`config.mk`:
```
export PLATFORM = sky130hd
export DESIGN_NAME = counter_bank
export DESIGN_NICKNAME = d
export VERILOG_FILES = /design/src/rtl/counter_pkg.sv /design/src/rtl/counter_lane.sv /design/src/rtl/counter_bank.sv
export SDC_FILE = /design/constraint.sdc
export NUM_CORES = 1
export LEC_CHECK = 0
export ABC_AREA = 1
export BUFFER_PORTS_ARGS = -buffer_cell sky130_fd_sc_hd__buf_2
export CAP_MARGIN = 20
export CORE_MARGIN = 4
export CORE_UTILIZATION = 55
export CTS_CLUSTER_SIZE = 16
export DETAILED_ROUTE_END_ITERATION = 8
export GPL_TIMING_DRIVEN = 1
export PLACE_DENSITY_LB_ADDON = 0.08
export SLEW_MARGIN = 0
export SYNTH_ARGS = -nofsm -noshare
export SYNTH_HDL_FRONTEND = slang
export SYNTH_SLANG_ARGS = --single-unit
```
`constraint.sdc`:
```
create_clock -name i_clk -period 2 [get_ports i_clk]
set_input_delay 0.1 -clock i_clk [delete_from_list [all_inputs] [get_ports i_clk]]
set_output_delay 0.1 -clock i_clk [all_outputs]
set_load 0.05 [all_outputs]
```
`src/rtl/counter_pkg.sv`:
```
// Shared types for the counter bank: counting mode and width helper.
package counter_pkg;

  typedef enum logic {
    CNT_WRAP     = 1'b0,
    CNT_SATURATE = 1'b1
  } cnt_mode_e;

  // Largest value representable in w bits, used for MAX_COUNT defaults and range checks.
  function automatic longint unsigned max_for_width(input int unsigned w);
    return (longint'(1) << w) - 1;
  endfunction

endpackage

```
`src/rtl/counter_lane.sv`:
```
// One up/down counter lane with clear/load, terminal-count pulse and sticky overflow.
// Latency: one clock from inputs to o_count, o_tc and o_ovf; all outputs registered.
module counter_lane
  import counter_pkg::*;
#(
  parameter int        WIDTH     = 10,
  parameter int        MAX_COUNT = 2**WIDTH - 1,
  parameter cnt_mode_e MODE      = CNT_WRAP
) (
  input  logic             i_clk,
  input  logic             i_rst_n,
  input  logic             i_en,
  input  logic             i_up,
  input  logic             i_clear,
  input  logic             i_load,
  input  logic [WIDTH-1:0] i_load_val,
  input  logic             i_ovf_clr,
  output logic [WIDTH-1:0] o_count,
  output logic             o_tc,
  output logic             o_ovf
);

  localparam logic [WIDTH-1:0] MAX = WIDTH'(MAX_COUNT);
  localparam logic [WIDTH-1:0] ONE = WIDTH'(1);

  logic [WIDTH-1:0] count_nxt;
  logic             tc_nxt;
  logic             ovf_evt;

  always_comb begin
    count_nxt = o_count;
    tc_nxt    = 1'b0;
    ovf_evt   = 1'b0;
    if (i_clear) begin
      count_nxt = '0;
    end else if (i_load) begin
      count_nxt = (i_load_val > MAX) ? MAX : i_load_val;
    end else if (i_en) begin
      if (i_up) begin
        if (o_count >= MAX) begin
          ovf_evt = 1'b1;
          if (MODE == CNT_WRAP) begin
            count_nxt = '0;
            tc_nxt    = 1'b1;
          end
        end else begin
          count_nxt = o_count + ONE;
          // In saturate mode, arriving at the rail is the terminal event.
          tc_nxt    = (MODE == CNT_SATURATE) && (count_nxt == MAX);
        end
      end else begin
        if (o_count == '0) begin
          ovf_evt = 1'b1;
          if (MODE == CNT_WRAP) begin
            count_nxt = MAX;
            tc_nxt    = 1'b1;
          end
        end else begin
          count_nxt = o_count - ONE;
          tc_nxt    = (MODE == CNT_SATURATE) && (count_nxt == '0);
        end
      end
    end
  end

  always_ff @(posedge i_clk or negedge i_rst_n) begin
    if (!i_rst_n) begin
      o_count <= '0;
      o_tc    <= 1'b0;
      o_ovf   <= 1'b0;
    end else begin
      o_count <= count_nxt;
      o_tc    <= tc_nxt;
      // A new event beats a simultaneous clear so no overflow is lost.
      o_ovf   <= ovf_evt | (o_ovf & ~i_ovf_clr);
    end
  end

endmodule

```
`src/rtl/counter_bank.sv`:
```
// Bank of CHANNELS independent up/down counter lanes with packed load/count vectors.
// Latency: one clock from inputs to every output; no combinational input-to-output path.
module counter_bank
  import counter_pkg::*;
#(
  parameter int        CHANNELS  = 4,
  parameter int        WIDTH     = 10,
  parameter int        MAX_COUNT = 2**WIDTH - 1,
  parameter cnt_mode_e MODE      = CNT_WRAP
) (
  input  logic                      i_clk,
  input  logic                      i_rst_n,
  input  logic [CHANNELS-1:0]       i_en,
  input  logic [CHANNELS-1:0]       i_up,
  input  logic [CHANNELS-1:0]       i_clear,
  input  logic [CHANNELS-1:0]       i_load,
  input  logic [CHANNELS*WIDTH-1:0] i_load_val,
  input  logic [CHANNELS-1:0]       i_ovf_clr,
  output logic [CHANNELS*WIDTH-1:0] o_count,
  output logic [CHANNELS-1:0]       o_tc,
  output logic [CHANNELS-1:0]       o_ovf
);

  generate
    if (CHANNELS < 1 || WIDTH < 2 || MAX_COUNT < 1 ||
        longint'(MAX_COUNT) > longint'(max_for_width(WIDTH))) begin : g_bad_params
      $error("counter_bank: need CHANNELS>=1, WIDTH>=2, 1<=MAX_COUNT<=2**WIDTH-1");
    end
  endgenerate

  for (genvar k = 0; k < CHANNELS; k++) begin : g_lane
    counter_lane #(
      .WIDTH     (WIDTH),
      .MAX_COUNT (MAX_COUNT),
      .MODE      (MODE)
    ) u_lane (
      .i_clk      (i_clk),
      .i_rst_n    (i_rst_n),
      .i_en       (i_en[k]),
      .i_up       (i_up[k]),
      .i_clear    (i_clear[k]),
      .i_load     (i_load[k]),
      .i_load_val (i_load_val[k*WIDTH +: WIDTH]),
      .i_ovf_clr  (i_ovf_clr[k]),
      .o_count    (o_count[k*WIDTH +: WIDTH]),
      .o_tc       (o_tc[k]),
      .o_ovf      (o_ovf[k])
    );
  end

endmodule

```
==> flow_summary.ini, run 1 <==
[sta]
tns_ns = 0
holdWs_ns = 0.006459
setup_viol = 0
slew_headroom_pct = 60.00
timing.fmax_mhz = 543.6
period_share_pct = 91.97
tightest_slew_ns = 0.5993
timing.final.ws_setup_ns = 0.1606
fin_skew_ns = 0.003293
rsz0062_at_grt = no
hold_violations = 0
finalMaxSlewViolations = 0
period_minus_slack_ns = 1.839

[grt]
grt_pass1_wl_um = 21660
antenna_found_initial = 0
grt_pass1_vias = 4760
grt_util_all_layers_pct = 26.34
grt_overflow = 0
grt_max_degree = 38

[placed_design]
dpl-instance-area_mm2 = 0.005015
dp_hpwl_um = 9785
placedCellCount = 935
place_ws_ns = 0.2079
finalWeightedCongestion = 0.9512
io_buffers = 109

[pwr]
p_leak_nw = 2.808
finalPower_mw = 3.326
vdd_drop_max_v = 0.0004111
p_per_area_mw_per_mm2 = 641.4

[yosys]
syn_inst = 752
syn-cell-area_mm2 = 0.004521
syn_area_per_cell_um2 = 6.011
synth_edf_count = 0
synth.distinct_cells = 33
yosys_most_used_dff = dfrtp_1
yosysWarningCount = 0
async_flop_share_pct = 100.0
syn-num-nets = 822
synth-seq-cells = 48
synth_seq_area_share_pct = 26.57

[floorplanning]
die-area_mm2 = 0.009734
row_count = 32
die_h_um = 98.66
die_w_um = 98.66
initial_utilization_pct = 57.61
coreArea_mm2 = 0.007848
ios = 110

[cts]
postCtsSetupBuffers = 0
cts_sinks = 48
cts.path.max_buffers = 2
cts_tree = done
clk_latency_ns = 0.30
clkTransAtPathRegs_ns = 0.09
cts_root_buffer = clkbuf_8
cts_buffers = 5
htree_levels = 2

[final_layout]
stdcell_count = 947
drive_gt1_share_pct = 18.82
area_growth_pct = 14.72
final_util_pct = 66.09
final.fill_count = 780
stdcell_area_mm2 = 0.005186
fin_nets = 914
n_antenna_cell = 0
final_common_cell = nand2_1
final_cell_mix = nand2_1 (248), nor2_1 (125), buf_2 (109), inv_1 (69), nand3_1 (60)

[detailed_routing]
wl_met3_um = 1190
drc = 0
wl_per_cell_um = 13.80
drt_wl_total_um = 13070
drt_first_pass_iters = 5
dr_wl_met2_um = 6223
vias_per_cell = 5.372
via_count = 5087
dr.first_iter.drc_count = 283
ant_nets = 0
routed.top_layer = met4
wl_met1_um = 5570

[worst_setup_path]
path_class = reg2reg
ff2ff_path_depth = 10
critPathTopFamily = simple AND/OR/NAND/NOR gates
critPathBufInv = 1
path_max_fanout = 6
crit_path_end_kind = register
cp_num_cells = 10
path_cells = inv_1 > ha_1 > nand2_1 > nor2_1 > nand2_1 > o21ai_0 > nand2_1 > nand2_1 > nor2_1 > o21ai_1
critical_path.max_stage_delay_ns = 0.45
critical_path_arrival_ns = 2.08
crit_required_ns = 2.24
cpMostUsedCell = nand2_1
critPathSlowestCell = dfrtp_1
startpoint_type = register

[hold_path]
hp-class = in2reg
holdPathStages = 2

[status]
status = complete, no violations

[flow_run]
drv_cap = 0
where the power goes:
group	leakage [nW]	internal (mW)	switching [mW]
clock	0.0645	0.442	0.355
combinational	2.12	0.400	0.898
sequential	0.624	1.05	0.183
cells by family after synthesis:
logic type	count (synthesis)	synth area share [%]
flip-flops	48	26.57
adder cells (fa/ha/maj)	8	2.214
XOR/XNOR	19	3.681
buffers and inverters	106	10.96
AO/OA/AOI/OAI	78	9.272
AND/OR/NAND/NOR	493	47.30
synthesized netlist by cell type (2+ instances only):
master | count | area [um2]
a21o_1 | 2 | 15.01
nor2_4 | 6 | 67.56
nand2_2 | 3 | 18.77
nand3_2 | 4 | 40.04
clkinv_1 | 2 | 7.510
a21oi_1 | 15 | 75.07
ha_1 | 8 | 100.1
inv_1 | 69 | 259.0
buf_6 | 6 | 67.56
nor3_1 | 4 | 20.02
o21ai_1 | 7 | 35.03
dfrtp_1 | 48 | 1201
buf_4 | 9 | 67.56
xnor2_1 | 2 | 17.52
inv_2 | 4 | 15.01
nor2_1 | 125 | 469.2
buf_2 | 14 | 70.07
nand3_1 | 61 | 305.3
or2_2 | 3 | 18.77
nand3b_1 | 5 | 37.54
nor2_2 | 15 | 93.84
nand4_1 | 16 | 100.1
o211ai_1 | 6 | 45.04
nand2_1 | 248 | 930.9
o21ai_0 | 46 | 230.2
xor2_1 | 17 | 148.9
worst reg2reg max path: cells and delay by family (launching register included):
family                     cells  cell delay (ns)
DFF                            1             0.45
AOI/OAI and AO/OA              2             0.37
buffers and inverters          1             0.19
and+or+nand+nor                6             0.52
adders and majority gates      1             0.24
state kept, by name, summed over array words and instances (netlist names):
| name | flops |
|---|---|
| g_lane.u_lane.o_tc | 4 |
| g_lane.u_lane.o_count | 40 |
| g_lane.u_lane.o_ovf | 4 |
per-layer routing:
metal	vias to the layer above	track usage [%]
li1	2555	-
met1	2276	35.18
met2	248	44.25
met3	8	4.034
met4	0	7.668
met5	-	0
cell type report:
cell class              instances  area, um2  area share, %
flip-flops and latches         48       1201          23.16
well taps                     102      127.6          2.461
clock buffers                   7      96.34          1.858
clock inverters                 1      30.03         0.5790
multi-input cells             598       2829          54.55
repair buffers                116      620.6          11.97
inverters                      75      281.5          5.428
repair_timing:
action / CTS / global route
setup endpoints to repair: 0 / 3
hold buffers: 4 / 0
hold endpoints to repair: 14 / 0
gates resized for setup: 0 / 1
worst paths after layout:
kind | start | endpoint | slack (ns)
worst max-delay path | g_lane[2].u_lane.o_count[0] | g_lane[2].u_lane.o_count[6] | 0.16
worst min-delay path | i_ovf_clr[3] | g_lane[3].u_lane.o_ovf | 0.006
worst max register to register | g_lane[2].u_lane.o_count[0] | g_lane[2].u_lane.o_count[6] | 0.16
worst min register to register | g_lane[0].u_lane.o_ovf | g_lane[0].u_lane.o_ovf | 0.55
max in group asynchronous | i_rst_n | g_lane[0].u_lane.o_ovf | 1.26
min in group asynchronous | i_rst_n | g_lane[3].u_lane.o_count[5] | 0.23
(Power assumes the default switching activity.)
==> inputs of run 2 (changes only) <==
--- a/config.mk
+++ b/config.mk
@@ -9,7 +9,7 @@
 export BUFFER_PORTS_ARGS = -buffer_cell sky130_fd_sc_hd__buf_2
 export CAP_MARGIN = 20
 export CORE_MARGIN = 4
-export CORE_UTILIZATION = 55
+export CORE_UTILIZATION = 50
 export CTS_CLUSTER_SIZE = 16
 export DETAILED_ROUTE_END_ITERATION = 8
 export GPL_TIMING_DRIVEN = 1
==> constraint.sdc (replaced) <==
create_clock -name i_clk -period 1.5 [get_ports i_clk]
set_input_delay 0.075 -clock i_clk [delete_from_list [all_inputs] [get_ports i_clk]]
set_output_delay 0.075 -clock i_clk [all_outputs]
set_load 0.05 [all_outputs]
==> flow_summary.ini, run 2 (synthesis gave the netlist of run 1 again) <==
[status]
status = finished, violations left
violations = setup timing

[final_layout]
n_antenna_cell = 0
final_util_pct = 71.44
stdcell_count = 1008
regArea_mm2 = 0.001255
multi_input_area_mm2 = 0.003415
final_common_cell = nand2_1
final_cell_mix = nand2_1 (222), buf_2 (109), nor2_1 (105), inv_1 (59), buf_4 (51)
area_growth_pct = 38.50
drive_gt1_share_pct = 38.67
reg.largest.list = g_lane.u_lane.o_count (40), g_lane.u_lane.o_ovf (4), g_lane.u_lane.o_tc (4)
regMostFlops = g_lane.u_lane.o_count
final.fill_count = 727
largest_register_ffs = 40
fin_nets = 969

[grt]
grt_pass1_vias = 4824
grt_pass1_wl_um = 22640
grt_overflow = 0
grt_util_all_layers_pct = 26.21
antenna_found_initial = 0
grt_max_degree = 49

[pwr]
p_switching_mw = 2.227
power.share.sequential_pct = 33.6
p_per_area_mw_per_mm2 = 795.2
pwr-share-comb_pct = 46.1
sw_frac_of_total_pct = 44.73
clockPowerShare_pct = 20.2
p_int_mw = 2.752
p_leak_nw = 3.171
vdd_drop_max_v = 0.0005847

[worst_setup_path]
critPathSlowestCell = dfrtp_4
critPathBufInv = 1
path_class = reg2reg
path_cells = buf_4 > nand3_2 > nor2_2 > nand2_1 > nand3_1 > nand2_1 > o21ai_1 > nand2_1 > nand2_1 > o21ai_1
critical_path_arrival_ns = 1.81
cpMostUsedCell = nand2_1
crit_path_end_kind = register
path_max_fanout = 4
critical_path.max_stage_delay_ns = 0.47
critPathTopFamily = simple AND/OR/NAND/NOR gates
startpoint_type = register
crit_required_ns = 1.70

[detailed_routing]
drt_first_pass_iters = 5
vias_per_cell = 5.449
wl_per_cell_um = 14.55
drt_wl_total_um = 14670
drc = 0
ant_nets = 0
via_count = 5493
dr.first_iter.drc_count = 279

[cts]
clk_latency_ns = 0.31
cts_buffers = 5
cts_sinks = 48
clkTransAtPathRegs_ns = 0.10
cts_tree = done
htree_levels = 2
cts_root_buffer = clkbuf_8
cts.path.max_buffers = 2

[placed_design]
finalWeightedCongestion = 1.026
placedCellCount = 975
dp_hpwl_um = 10620
place_ws_ns = -0.1013
io_buffers = 109

[floorplanning]
die_w_um = 103.1
die_h_um = 103.1
die-area_mm2 = 0.01063
initial_utilization_pct = 51.58
row_count = 34
ios = 110
coreArea_mm2 = 0.008763

[sta]
rsz0062_at_grt = yes
tightest_slew_ns = 0.5862
timing.fmax_mhz = 621.5
setup_viol = 27
slew_headroom_pct = 60.88
fin_skew_ns = 0.008440
timing.final.ws_setup_ns = -0.1090
period_minus_slack_ns = 1.609
hold_violations = 0
period_share_pct = 107.3
finalMaxSlewViolations = 0

[hold_path]
hp-class = in2reg

[flow_run]
drv_cap = 0
[run 2: changes by cell type in the layout (fill, tap and decap cells not counted), sizes merged]
cell and change:
dlygate4sd3 +1, clkinv +1, clkbuf -1, buf +53, clkinvlp +1
[run 2: final cells by class]
class	instances	share of cell area, %
multi-input cells	598	54.54
flip-flops and latches	48	20.04
repair buffers	171	16.75
inverters	75	4.736
well taps	108	2.158
clock buffers	5	1.099
clock inverters	3	0.6795
[run 2: path summary, 6_finish.rpt]
path / startpoint / end / slack (ns) / depth (start not counted)
setup reg to reg: g_lane[2].u_lane.o_count[0] / g_lane[2].u_lane.o_count[5] / -0.11 / 10
setup / recovery: g_lane[2].u_lane.o_count[0] / g_lane[2].u_lane.o_count[5] / -0.11 / 10
min in group asynchronous: i_rst_n / g_lane[1].u_lane.o_count[1] / 0.27 / 3
max in group asynchronous: i_rst_n / g_lane[2].u_lane.o_count[1] / 0.95 / 3
hold / removal: i_load_val[32] / g_lane[3].u_lane.o_count[2] / 0.01 / 3
hold reg to reg: g_lane[3].u_lane.o_ovf / g_lane[3].u_lane.o_ovf / 0.53 / 2
[run 2: what timing repair did]
item                       4_1_cts  5_1_grt
hold buffers                     5        0
resized for setup               38       92
pin swaps                       23       45
hold endpoints to repair        52        0
setup endpoints to repair       22       48
setup buffers                    4       16
[run 2: per-stage QoR]
stage / TNS [ns] / hold slack, ns / area [um2] / power, mW
2_1_floorplan: -0.4410 / -0.2206 / 4785 / 3.058
4_1_cts: -0.2787 / 0.01433 / 5837 / 4.740
6_report: -1.055 / 0.01106 / 6261 / 4.979
3_5_place_dp: -0.5173 / 0.08875 / 5533 / 3.639
5_1_grt: -4.469 / 0.002663 / 6261 / 5.282
3_3_place_gp: -0.1057 / 0.08643 / 5533 / 3.604
[run 2: worst reg2reg max path, cell delays in order (launching register included)]
cell	delay, ns
dfrtp_4	0.47
buf_4	0.14
nand3_2	0.13
nor2_2	0.24
nand2_1	0.09
nand3_1	0.09
nand2_1	0.06
o21ai_1	0.09
nand2_1	0.07
nand2_1	0.07
o21ai_1	0.06
[run 2: metal layers]
metal / wire [um] / vias to the layer above / GRT usage [%]
met5: 0 / - / 0
met2: 7045 / 279 / 43.32
li1: - / 2670 / -
met4: 214 / 0 / 5.378
met3: 1298 / 26 / 3.789
met1: 6112 / 2518 / 36.57
[run 2: power by group through the flow]
| stage | registers (mW) | logic [mW] | clock network [mW] |
|---|---|---|---|
| global placement | 1.68 | 1.93 | 0 |
| global route | 1.70 | 2.50 | 1.09 |
| CTS | 1.66 | 2.05 | 1.03 |
| finish | 1.67 | 2.30 | 1.01 |
| floorplan | 1.98 | 1.08 | 0 |
| detailed placement | 1.68 | 1.96 | 0 |
